$ cat src/rtl/hazard_pkg.sv
// Shared types and constants for the pipeline hazard sequencer.
//   state_t : sequencer states (RUN, MEM_WAIT, HALT)
//   REG_X0  : architectural zero register index, never a real hazard source
package hazard_pkg;

  typedef enum logic [1:0] {
    RUN      = 2'd0,
    MEM_WAIT = 2'd1,
    HALT     = 2'd2
  } state_t;

  localparam logic [4:0] REG_X0 = 5'd0;

endpackage

$ cat src/rtl/sat_counter.sv
// Saturating up-counter used for the hazard performance counters.
// Ports:
//   clk     : rising-edge clock
//   reset_n : synchronous active-low clear
//   inc     : count one event this cycle
//   count   : current value, holds at all-ones instead of wrapping
module sat_counter #(
  parameter int unsigned W = 16
) (
  input  logic         clk,
  input  logic         reset_n,
  input  logic         inc,
  output logic [W-1:0] count
);

  always_ff @(posedge clk) begin
    if (!reset_n) begin
      count <= '0;
    end else if (inc && (count != '1)) begin
      count <= count + W'(1);
    end
  end

endmodule

$ cat src/rtl/pipeline_hazard_ctrl.sv
// Hazard and stall sequencer for the 5-stage RISC-V pipeline.
// Handles load-use interlock, EX control redirect and data-memory wait with
// timeout; drives every pipeline-register enable, flush and the MEM/WB bubble.
// Ports:
//   clk, reset_n                   : clock, synchronous active-low reset
//   id_rs1/id_rs2, id_use_rs1/2    : ID source registers and their use flags
//   ex_lw, ex_esc_reg_n, ex_rd     : EX load flag, active-low write enable, rd
//   ex_redirect                    : EX taken branch / jal / jalr
//   mem_req, mem_ready             : MEM data access request / completion
//   pc_en .. ex_mem_en             : pipeline register load enables
//   if_id_flush, id_ex_flush       : bubble insertion into IF/ID, ID/EX
//   mem_wb_bubble                  : MEM/WB captures a nop
//   mem_err                        : sticky memory timeout flag
//   stall_cycles, flush_events     : saturating performance counters
module pipeline_hazard_ctrl
  import hazard_pkg::*;
#(
  parameter int unsigned MEM_TIMEOUT = 64,
  parameter int unsigned CNT_W       = 16
) (
  input  logic             clk,
  input  logic             reset_n,
  input  logic [4:0]       id_rs1,
  input  logic [4:0]       id_rs2,
  input  logic             id_use_rs1,
  input  logic             id_use_rs2,
  input  logic             ex_lw,
  input  logic             ex_esc_reg_n,
  input  logic [4:0]       ex_rd,
  input  logic             ex_redirect,
  input  logic             mem_req,
  input  logic             mem_ready,
  output logic             pc_en,
  output logic             if_id_en,
  output logic             id_ex_en,
  output logic             ex_mem_en,
  output logic             if_id_flush,
  output logic             id_ex_flush,
  output logic             mem_wb_bubble,
  output logic             mem_err,
  output logic [CNT_W-1:0] stall_cycles,
  output logic [CNT_W-1:0] flush_events
);

  localparam int unsigned WAIT_W = $clog2(MEM_TIMEOUT);
  // The RUN cycle that first sees the stall is itself a stalled cycle, so
  // the halt fires on the edge where the counter would reach MEM_TIMEOUT-1,
  // i.e. after MEM_TIMEOUT consecutive stalled cycles in total.
  localparam logic [WAIT_W-1:0] WAIT_LAST = WAIT_W'(MEM_TIMEOUT - 2);

  state_t            state;
  logic [WAIT_W-1:0] wait_cnt;

  logic lu;
  logic ms;
  logic active;
  logic stall_inc;
  logic flush_inc;

  assign lu = ex_lw && !ex_esc_reg_n && (ex_rd != REG_X0) &&
              ((id_use_rs1 && (id_rs1 == ex_rd)) ||
               (id_use_rs2 && (id_rs2 == ex_rd)));
  assign ms = mem_req && !mem_ready;

  assign active    = reset_n && (state != HALT);
  assign stall_inc = active && (ms || (lu && !ex_redirect));
  assign flush_inc = active && !ms && ex_redirect;

  always_comb begin
    pc_en         = 1'b1;
    if_id_en      = 1'b1;
    id_ex_en      = 1'b1;
    ex_mem_en     = 1'b1;
    if_id_flush   = 1'b0;
    id_ex_flush   = 1'b0;
    mem_wb_bubble = 1'b0;
    if (!reset_n) begin
      pc_en         = 1'b0;
      if_id_en      = 1'b0;
      id_ex_en      = 1'b0;
      ex_mem_en     = 1'b0;
      if_id_flush   = 1'b1;
      id_ex_flush   = 1'b1;
      mem_wb_bubble = 1'b1;
    end else if ((state == HALT) || ms) begin
      pc_en         = 1'b0;
      if_id_en      = 1'b0;
      id_ex_en      = 1'b0;
      ex_mem_en     = 1'b0;
      mem_wb_bubble = 1'b1;
    end else if (ex_redirect) begin
      // Redirect wins over load-use: the dependent instruction is squashed.
      if_id_flush = 1'b1;
      id_ex_flush = 1'b1;
    end else if (lu) begin
      pc_en       = 1'b0;
      if_id_en    = 1'b0;
      id_ex_flush = 1'b1;
    end
  end

  always_ff @(posedge clk) begin
    if (!reset_n) begin
      state    <= RUN;
      wait_cnt <= '0;
      mem_err  <= 1'b0;
    end else begin
      case (state)
        RUN: begin
          if (ms) begin
            state    <= MEM_WAIT;
            wait_cnt <= '0;
          end
        end
        MEM_WAIT: begin
          if (!ms) begin
            state <= RUN;
          end else begin
            wait_cnt <= wait_cnt + WAIT_W'(1);
            if (wait_cnt == WAIT_LAST) begin
              state   <= HALT;
              mem_err <= 1'b1;
            end
          end
        end
        HALT: begin
          state <= HALT;
        end
        default: begin
          state <= RUN;
        end
      endcase
    end
  end

  sat_counter #(.W(CNT_W)) u_stall_cnt (
    .clk     (clk),
    .reset_n (reset_n),
    .inc     (stall_inc),
    .count   (stall_cycles)
  );

  sat_counter #(.W(CNT_W)) u_flush_cnt (
    .clk     (clk),
    .reset_n (reset_n),
    .inc     (flush_inc),
    .count   (flush_events)
  );

endmodule
$ cat config.mk
export PLATFORM = sky130hd
export DESIGN_NAME = pipeline_hazard_ctrl
export DESIGN_NICKNAME = d
export VERILOG_FILES = /design/src/rtl/hazard_pkg.sv /design/src/rtl/sat_counter.sv /design/src/rtl/pipeline_hazard_ctrl.sv
export SDC_FILE = /design/constraint.sdc
export NUM_CORES = 1
export LEC_CHECK = 0
export BUFFER_PORTS_ARGS = -buffer_cell sky130_fd_sc_hd__buf_4
export CORE_MARGIN = 2
export CORE_UTILIZATION = 52
export DETAILED_ROUTE_END_ITERATION = 7
export PLACE_DENSITY = 0.89
export SLEW_MARGIN = 30
export SYNTH_ARGS = -nofsm -noshare
export SYNTH_HDL_FRONTEND = slang
export SYNTH_HIERARCHICAL = 1
export SYNTH_SLANG_ARGS = --single-unit
$ cat constraint.sdc
create_clock -name clk -period 2.9 [get_ports clk]
set_input_delay 0 -clock clk [delete_from_list [all_inputs] [get_ports clk]]
set_output_delay 0 -clock clk [all_outputs]
set_load 0.05 [all_outputs]
==> impl_metrics.csv, run 1 <==
group,metric,value,unit
synth,netlist_top_cells_count,"dfxtp_1 (41), nand2_1 (28), a21oi_1 (18)",
cells_and_area,fin_util,67.0,%
die,rows,24,
die,die_w,70.6,um
cts,clock_sinks,41,
critical_path,worstPathRequired,3.13,ns
timing,fin_skew,0.00501,ns
die,die_h,70.6,um
critical_path,crit_type,"reg -> reg",
cts,clockRootBuffer,"clkbuf_8",
synth,synth.most_common_cell,"dfxtp_1",
outcome,status,"finished, final reports clean",
critical_path,crit_path_max_fanout,10,
synth,avgSynthCellArea,8.57,sq um
critical_path,startpoint_type,"flop",
critical_path,reg2regPathDepth,6,
detailed_routing,avgRoutedWirePerCell,13.8,um
job,max_cap_violations,0,
cts,cts_hold_buf,0,
synth,yosysUniqueCellTypes,43,
pwr,peakVddDrop,0.250,mV
synth,ys_seq_area_share,35.6,%
cts,clk_pin_slew_worst_paths,0.08,ns
cells_and_area,diodes,0,
global_routing,grt_use_total,21.6,%
detailed_routing,final_antenna_net_count,0,
timing,tightest_slew,0.734,ns
timing,setup_tns,0,ns
synth,synthTopCellsByArea,"dfxtp_1 (36%), xor2_1 (5.3%), nand2_1 (4.6%)",
detailed_routing,drt_first_pass_iters,4,
synth,synth_top_area_cell,"dfxtp_1",
global_routing,grt_max_degree,26,
die,core,0.00432,sq mm
place,port_buffers,63,
detailed_routing,drtIter0Drc,138,
global_routing,grt_antenna_before_repair,0,
global_routing,grt_pass1_vias,2019,
timing,period_minus_slack,2.38,ns
cells_and_area,drive_gt1_share,23.9,%
cts,ctsHtreeMaxLevel,2,
critical_path,r2r-start,"state[0]",
detailed_routing,viasPerCell,5.73,
place,dp.cells,379,
cts,post_cts_resized,0,
place,gp_congestion,0.823,
detailed_routing,drc,0,
synth,async_flop_share,0,%
timing,drv_slew,0,
timing,finalHoldViolCount,0,
synth,yosys_warnings,6,
synth,synth_top_cell_area_share,35.6,%
global_routing,overflow,0,
detailed_routing,via_count,2219,
timing,final.setup.worst_slack,0.518,ns
critical_path,crit_end,"u_stall_cnt/count[9]",
synth,syn_inst,269,
place,dp_hpwl,3.99,mm
synth,ys_ff_latch,41,
die,die_area,0.00498,sq mm
cts,insertion_delay,0.30,ns
timing,fmax,420,MHz
cells_and_area,stdcell_area,0.00290,sq mm
cts,cts_tree,"yes",
place,pre_cts_slack,0.470,ns
timing,finalSetupViolCount,0,
cts,cts_setup_buffers,0,
cells_and_area,syn2layout_area_growth,25.7,%
synth,synthesis.nets,297,
min_path,holdCritPathClass,"in -> reg",
detailed_routing,totalWireLength,5.36,mm
synth,synth_area,0.00231,sq mm
global_routing,grt_pass1_wl,8.74,mm
critical_path,worstSetupEndpointType,"flop",
die,initial_utilization,53.3,%
pwr,p_leak,1.12,nW
pwr,powerDensity,366,mW/mm^2
timing,slew-limit-headroom,51.0,%
die,ioPinCount,64,
synth,synth_edf_count,0,
timing,post-route-period-util,82.1,%
place,dpl_cell_area,0.00282,sq mm
critical_path,rrSetupSlack,0.52,ns
critical_path,cp.arrival,2.61,ns
critical_path,worst_r2r_endpoint,"u_stall_cnt/count[9]",
cells_and_area,finalNetCount,362,
timing,grt_setup_unrepaired,"no",
cts,numCtsBuffers,5,
cells_and_area,stdcell_count,387,
cts,clock_path_buffers,2,
synth,synth-main-ff-cell,"dfxtp_1",
critical_path,startpoint,"state[0]",
## stage by stage
stage	total power, W	hold slack [ns]
6_report	0.00106	0.0600
5_1_grt	0.00110	0.0801
4_1_cts	0.00107	0.0578
3_5_place_dp	0.000710	0.381
3_3_place_gp	0.000706	0.377
2_1_floorplan	0.000656	0.133
## registers in the layout, indices dropped and copies added (netlist names)
register / flops
wait_cnt: 6
u_stall_cnt/count: 16
u_flush_cnt/count: 16
state: 2
mem_err: 1
## per-layer routing
metal  track usage [%]  vias up  routed length (um)
met2              38.6       67                2710
met5                 0        -                   0
met4              8.60        0                  80
li1                  -     1141                   -
met3              4.99        5                 303
met1              25.1     1006                2260
## cells by family after synthesis
family	synth area share, %
buf+inv	3.58
simple gates	33.6
compound gates	15.6
xor+xnor	6.84
mux	2.60
flops	35.6
fa+ha+maj	2.17
## worst min path at each step
stage | start | endpoint | slack, ns | depth (start not counted)
2_1_floorplan | reset_n | u_flush_cnt/count[10] | 0.13 | 1
3_3_place_gp | reset_n | state[1] | 0.38 | 2
3_5_place_dp | reset_n | state[1] | 0.38 | 2
4_1_cts | reset_n | state[1] | 0.06 | 2
5_1_grt | reset_n | mem_err | 0.08 | 2
6_report | reset_n | u_flush_cnt/count[10] | 0.06 | 2
## cells in the final DEF, fill, tap and decap left out, types with 4 or more instances in the layout
cell type,count
o21ai_0,10
inv_1,11
a21oi_1,18
nand2_1,28
xnor2_1,4
or3_1,4
o31ai_1,10
ha_1,4
mux2i_1,6
and4_1,6
nand4_1,10
nor4_1,7
nor3_1,4
xor2_1,14
buf_4,65
nand2b_1,5
or4_1,11
dfxtp_1,41
nand3_1,13
clkbuf_8,5
nor2_1,16
## report_power, final
group,internal [W],switching (W),leakage (nW)
Combinational,0.0000488,0.0000774,0.748
Clock,0.000171,0.000194,0.0395
Sequential,0.000565,0.00000379,0.331
Total,0.000785,0.000276,1.12
## area by class of cell
cell class,count,area (sq um)
Inverter,11,41.3
Sequential cell,41,821
Tap cell,52,65.1
Timing Repair Buffer,65,488
Clock buffer,8,80.1
Multi-Input combinational cell,210,1400
Fill cell,363,1430
## worst max-delay path, cell delays in order, from the launching register on
cell and delay (ns):
dfxtp_1 0.41, nand2b_1 0.17, nand2_1 0.07, o41ai_2 0.59
nand2_1 0.35, or4_1 0.57, a21oi_1 0.15
No activity file was read; power rests on OpenSTA's default activity.
==> run 2, diff against run 1 <==
==> constraint.sdc (replaced) <==
create_clock -name clk -period 2.25 [get_ports clk]
set_input_delay 0 -clock clk [delete_from_list [all_inputs] [get_ports clk]]
set_output_delay 0 -clock clk [all_outputs]
set_load 0.05 [all_outputs]
==> impl_metrics.csv, run 2 (same netlist as run 1, synthesis figures left out) <==
group,metric,value,unit
outcome,status,"finished, final reports clean",
detailed_routing,final_antenna_net_count,0,
cells_and_area,drive_gt1_share,24.7,%
pwr,switching_share,25.2,%
critical_path,startpoint_type,"flop",
critical_path,path_buf_inv,1,
critical_path,worstSetupEndpointType,"flop",
detailed_routing,drt-met1-wl,2.35,mm
cells_and_area,finalNetCount,364,
detailed_routing,drt_first_pass_iters,6,
global_routing,grt_antenna_before_repair,0,
place,dp_hpwl,4.30,mm
pwr,clockPowerShare,35.1,%
die,ioPinCount,64,
detailed_routing,totalWireLength,5.77,mm
cells_and_area,mostFrequentLayoutCells,"buf_4 (67), dfxtp_1 (41), nand2_1 (28), a21oi_1 (18), nor2_1 (16)",
critical_path,worstPathRequired,2.47,ns
critical_path,max_stage_delay,0.52,ns
timing,fmax,482,MHz
detailed_routing,viasPerCell,6.15,
detailed_routing,dr_wl_met2,2.86,mm
timing,whs,0.0761,ns
timing,slew-limit-headroom,49.8,%
critical_path,path_cells,"nand2b_1 -> nand2_1 -> o41ai_2 -> buf_4 -> nand2_1 -> or4_1 -> a21oi_1",
cts,ctsHtreeMaxLevel,2,
critical_path,cp.arrival,2.30,ns
timing,final.setup.worst_slack,0.175,ns
pwr,powerDensity,475,mW/mm^2
pwr,p_leak,1.13,nW
cells_and_area,syn2layout_area_growth,26.6,%
cts,clock_path_buffers,2,
cells_and_area,diodes,0,
cts,cts_tree,"yes",
pwr,peakVddDrop,0.261,mV
die,initial_utilization,53.3,%
critical_path,crit_slowest_cell,"or4_1",
cts,clk_pin_slew_worst_paths,0.07,ns
timing,period_minus_slack,2.07,ns
detailed_routing,drtIter0Drc,120,
die,rows,24,
cts,cts_setup_buffers,0,
timing,fin_skew,0.00145,ns
place,pre_cts_slack,0.0600,ns
global_routing,grt_use_total,23.4,%
detailed_routing,avgRoutedWirePerCell,14.9,um
place,gp_congestion,0.930,
die,die_area,0.00498,sq mm
cts,numCtsBuffers,5,
job,max_cap_violations,0,
timing,finalHoldViolCount,0,
pwr,p_int,0.00104,W
detailed_routing,via_count,2386,
timing,setup_tns,0,ns
critical_path,crit_type,"reg -> reg",
die,die_h,70.6,um
detailed_routing,met3_wirelength,347,um
pwr,p_seq_share,52.9,%
place,port_buffers,63,
timing,post-route-period-util,92.2,%
cts,clockRootBuffer,"clkbuf_8",
timing,finalSetupViolCount,0,
global_routing,grt_pass1_vias,2222,
min_path,holdCritPathClass,"in -> reg",
cells_and_area,biggestRegsByFlops,"u_flush_cnt/count x16, u_stall_cnt/count x16, wait_cnt x6",
pwr,power_switching,0.000350,W
cts,post_cts_resized,0,
die,die_w,70.6,um
critical_path,crit_top_cell,"nand2_1",
cts,cts_hold_buf,0,
cells_and_area,mostFrequentLayoutCell,"buf_4",
timing,grt_setup_unrepaired,"no",
detailed_routing,top_layer,"met4",
cts,clock_sinks,41,
die,core,0.00432,sq mm
critical_path,crit_path_max_fanout,10,
pwr,power_frac_comb,12.0,%
timing,drv_slew,0,
cts,insertion_delay,0.29,ns
global_routing,grt_max_degree,26,
global_routing,overflow,0,
timing,tightest_slew,0.751,ns
global_routing,grt_pass1_wl,9.55,mm
critical_path,critPathTopFamily,"simple AND/OR/NAND/NOR gates",
detailed_routing,drc,0,
## run 2: cell count changes in the layout (fill, tap and decap cells not counted)
cell,change
clkbuf_8,+1
clkbuf_1,-2
buf_4,+2
## run 2: layout make-up
type,count,area [sq um]
flip-flops and latches,41,821
multi-input cells,210,1400
well taps,52,65.1
clock buffers,7,86.3
inverters,11,41.3
fillers,385,1410
repair buffers,67,503
## run 2: worst paths after layout
kind | endpoint | start | slack (ns) | cells past startpoint
setup reg to reg | u_stall_cnt/count[7] | state[0] | 0.18 | 7
hold / removal | u_flush_cnt/count[10] | reset_n | 0.08 | 2
hold reg to reg | mem_err | mem_err | 0.49 | 1
setup / recovery | u_stall_cnt/count[7] | state[0] | 0.18 | 7
## run 2: layer usage
| metal | vias to the layer above | GRT usage, % |
|---|---|---|
| met4 | 0 | 13.2 |
| met1 | 1133 | 26.3 |
| met3 | 18 | 4.99 |
| li1 | 1146 | - |
| met2 | 89 | 41.0 |
| met5 | - | 0 |
## run 2: power by group through the flow
| stage | Combinational, W | Sequential, W | Clock [W] |
|---|---|---|---|
| floorplan | 0.0000862 | 0.000759 | 0 |
| detailed placement | 0.000168 | 0.000751 | 0 |
| global placement | 0.000162 | 0.000751 | 0 |
| finish | 0.000167 | 0.000734 | 0.000486 |
| global route | 0.000178 | 0.000734 | 0.000524 |
| CTS | 0.000168 | 0.000734 | 0.000497 |
## run 2: per-stage QoR
stage,util (%),total power [W],instance area [sq um],cells
6_report,67.5,0.00139,2920,388
4_1_cts,67.5,0.00140,2920,388
2_1_floorplan,-,0.000846,2310,269
3_5_place_dp,65.5,0.000919,2830,381
5_1_grt,67.5,0.00144,2920,388
3_3_place_gp,65.5,0.000913,2830,381
==> run 3, diff against run 2 <==
--- a/config.mk
+++ b/config.mk
@@ -7,9 +7,10 @@
 export LEC_CHECK = 0
 export BUFFER_PORTS_ARGS = -buffer_cell sky130_fd_sc_hd__buf_4
 export CORE_MARGIN = 2
-export CORE_UTILIZATION = 52
+export CORE_UTILIZATION = 54
+export CTS_BUF_LIST = sky130_fd_sc_hd__clkbuf_4
 export DETAILED_ROUTE_END_ITERATION = 7
-export PLACE_DENSITY = 0.89
+export PLACE_DENSITY = 0.92
 export SLEW_MARGIN = 30
 export SYNTH_ARGS = -nofsm -noshare
 export SYNTH_HDL_FRONTEND = slang
==> impl_metrics.csv, run 3 (same netlist as run 1, synthesis figures left out) <==
group,metric,value,unit
detailed_routing,drt_first_pass_iters,4,
place,gp_congestion,0.861,
timing,fmax,486,MHz
cells_and_area,mostFrequentLayoutCell,"buf_4",
cells_and_area,stdcell_area,0.00291,sq mm
timing,slew-limit-headroom,48.6,%
cts,insertion_delay,0.34,ns
global_routing,grt_max_degree,18,
critical_path,crit_path_max_fanout,7,
critical_path,crit_type,"reg -> reg",
cts,cts_setup_buffers,0,
cells_and_area,fill_cells,315,
timing,finalSetupViolCount,0,
pwr,powerDensity,431,mW/mm^2
cts,clock_sinks,41,
timing,post-route-period-util,91.4,%
detailed_routing,totalWireLength,5.45,mm
detailed_routing,via_count,2305,
min_path,holdCritPathClass,"in -> reg",
timing,grt_setup_unrepaired,"no",
die,die_area,0.00481,sq mm
timing,tightest_slew,0.770,ns
die,die_w,69.3,um
detailed_routing,viasPerCell,5.93,
cells_and_area,finalNetCount,367,
cells_and_area,biggestRegsByFlops,"u_flush_cnt/count x16, u_stall_cnt/count x16, wait_cnt x6",
cts,clockRootBuffer,"clkbuf_4",
critical_path,startpoint_type,"flop",
place,dp.cells,381,
timing,drv_slew,0,
timing,setup_tns,0,ns
place,port_buffers,63,
place,pre_cts_slack,0.0417,ns
die,core,0.00406,sq mm
critical_path,worstSetupEndpointType,"flop",
detailed_routing,drc,0,
pwr,p_leak,1.13,nW
die,rows,23,
cells_and_area,drive_gt1_share,25.4,%
detailed_routing,final_antenna_net_count,0,
timing,final.setup.worst_slack,0.193,ns
cts,numCtsBuffers,5,
outcome,status,"finished, final reports clean",
cts,ctsHtreeMaxLevel,2,
global_routing,grt_pass1_vias,2140,
cts,cts_tree,"yes",
global_routing,grt_pass1_wl,9.46,mm
cts,clk_pin_slew_worst_paths,0.12,ns
cells_and_area,mostFrequentLayoutCells,"buf_4 (69), dfxtp_1 (41), nand2_1 (27), a21oi_1 (18), nor2_1 (16)",
global_routing,overflow,0,
cells_and_area,regArea,821,sq um
place,dp_hpwl,4.14,mm
critical_path,cp.arrival,2.34,ns
timing,finalHoldViolCount,0,
timing,period_minus_slack,2.06,ns
cts,clock_path_buffers,2,
cells_and_area,syn2layout_area_growth,26.0,%
place,dpl_cell_area,0.00285,sq mm
die,die_h,69.3,um
detailed_routing,drtIter0Drc,190,
die,ioPinCount,64,
cells_and_area,diodes,0,
cells_and_area,multi_input_area,0.00141,sq mm
pwr,peakVddDrop,0.253,mV
job,max_cap_violations,0,
cells_and_area,stdcell_count,389,
detailed_routing,avgRoutedWirePerCell,14.0,um
critical_path,worstPathRequired,2.53,ns
global_routing,grt_use_total,23.2,%
global_routing,grt_antenna_before_repair,0,
die,initial_utilization,56.8,%
timing,fin_skew,0.0111,ns
[run 3: cell types whose count changed in the layout (fill, tap and decap cells not counted)]
cell	previous run	this run
clkbuf_4	0	6
clkbuf_8	6	0
buf_4	67	69
clkbuf_1	1	0
clkinv_1	0	1
dlygate4sd3_1	0	1
nand2_1	28	27
nand2_2	0	1
[run 3: per-layer routing]
layer | vias to the layer above | wire, um | global-route usage, %
met2 | 73 | 2620 | 37.8
met5 | - | 0 | 0
li1 | 1151 | - | -
met1 | 1076 | 2430 | 30.6
met4 | 0 | 76 | 8.71
met3 | 5 | 332 | 4.22
[run 3: through the flow]
step / hold WS [ns] / util, % / total power [W]
6_report: 0.0825 / 71.6 / 0.00125
3_5_place_dp: 0.316 / 70.1 / 0.000918
4_1_cts: 0.0717 / 71.6 / 0.00126
3_3_place_gp: 0.314 / 70.1 / 0.000913
2_1_floorplan: 0.133 / - / 0.000846
5_1_grt: 0.0885 / 71.6 / 0.00131
[run 3: cell type report]
cell class | instances | area share (%)
clock inverter | 1 | 0.129
tap | 50 | 2.15
inverter | 11 | 1.42
multi-input combinational | 210 | 48.3
timing repair buffer | 70 | 18.2
sequential | 41 | 28.2
clock buffer | 6 | 1.55
[run 3: path summary, 6_finish.rpt]
check / depth (start not counted) / from / slack, ns / endpoint
max: 8 / state[0] / 0.19 / u_stall_cnt/count[6]
min: 4 / mem_ready / 0.08 / wait_cnt[1]
max reg2reg: 8 / state[0] / 0.19 / u_stall_cnt/count[6]
min reg2reg: 1 / mem_err / 0.50 / mem_err
[run 3: timing repair]
item                                   CTS  global route
resized for setup                        0             1
setup endpoints to repair                0             2
hold buffers                             1             0
endpoints found under the hold margin    4             0
[run 3: critical path, cell delays in order, from the launching register on]
cell and delay, ns:
dfxtp_1 0.43, nand2b_1 0.15, nand2_1 0.07, o41ai_2 0.31, buf_4 0.20, and4_1 0.24
o41ai_1 0.14, or3_1 0.33, a21oi_1 0.14
[run 3: where the power goes]
part	leakage, nW	switching [W]	internal [W]
logic	0.773	0.000101	0.0000674
clock network	0.0292	0.000225	0.000126
registers	0.331	0.00000522	0.000729
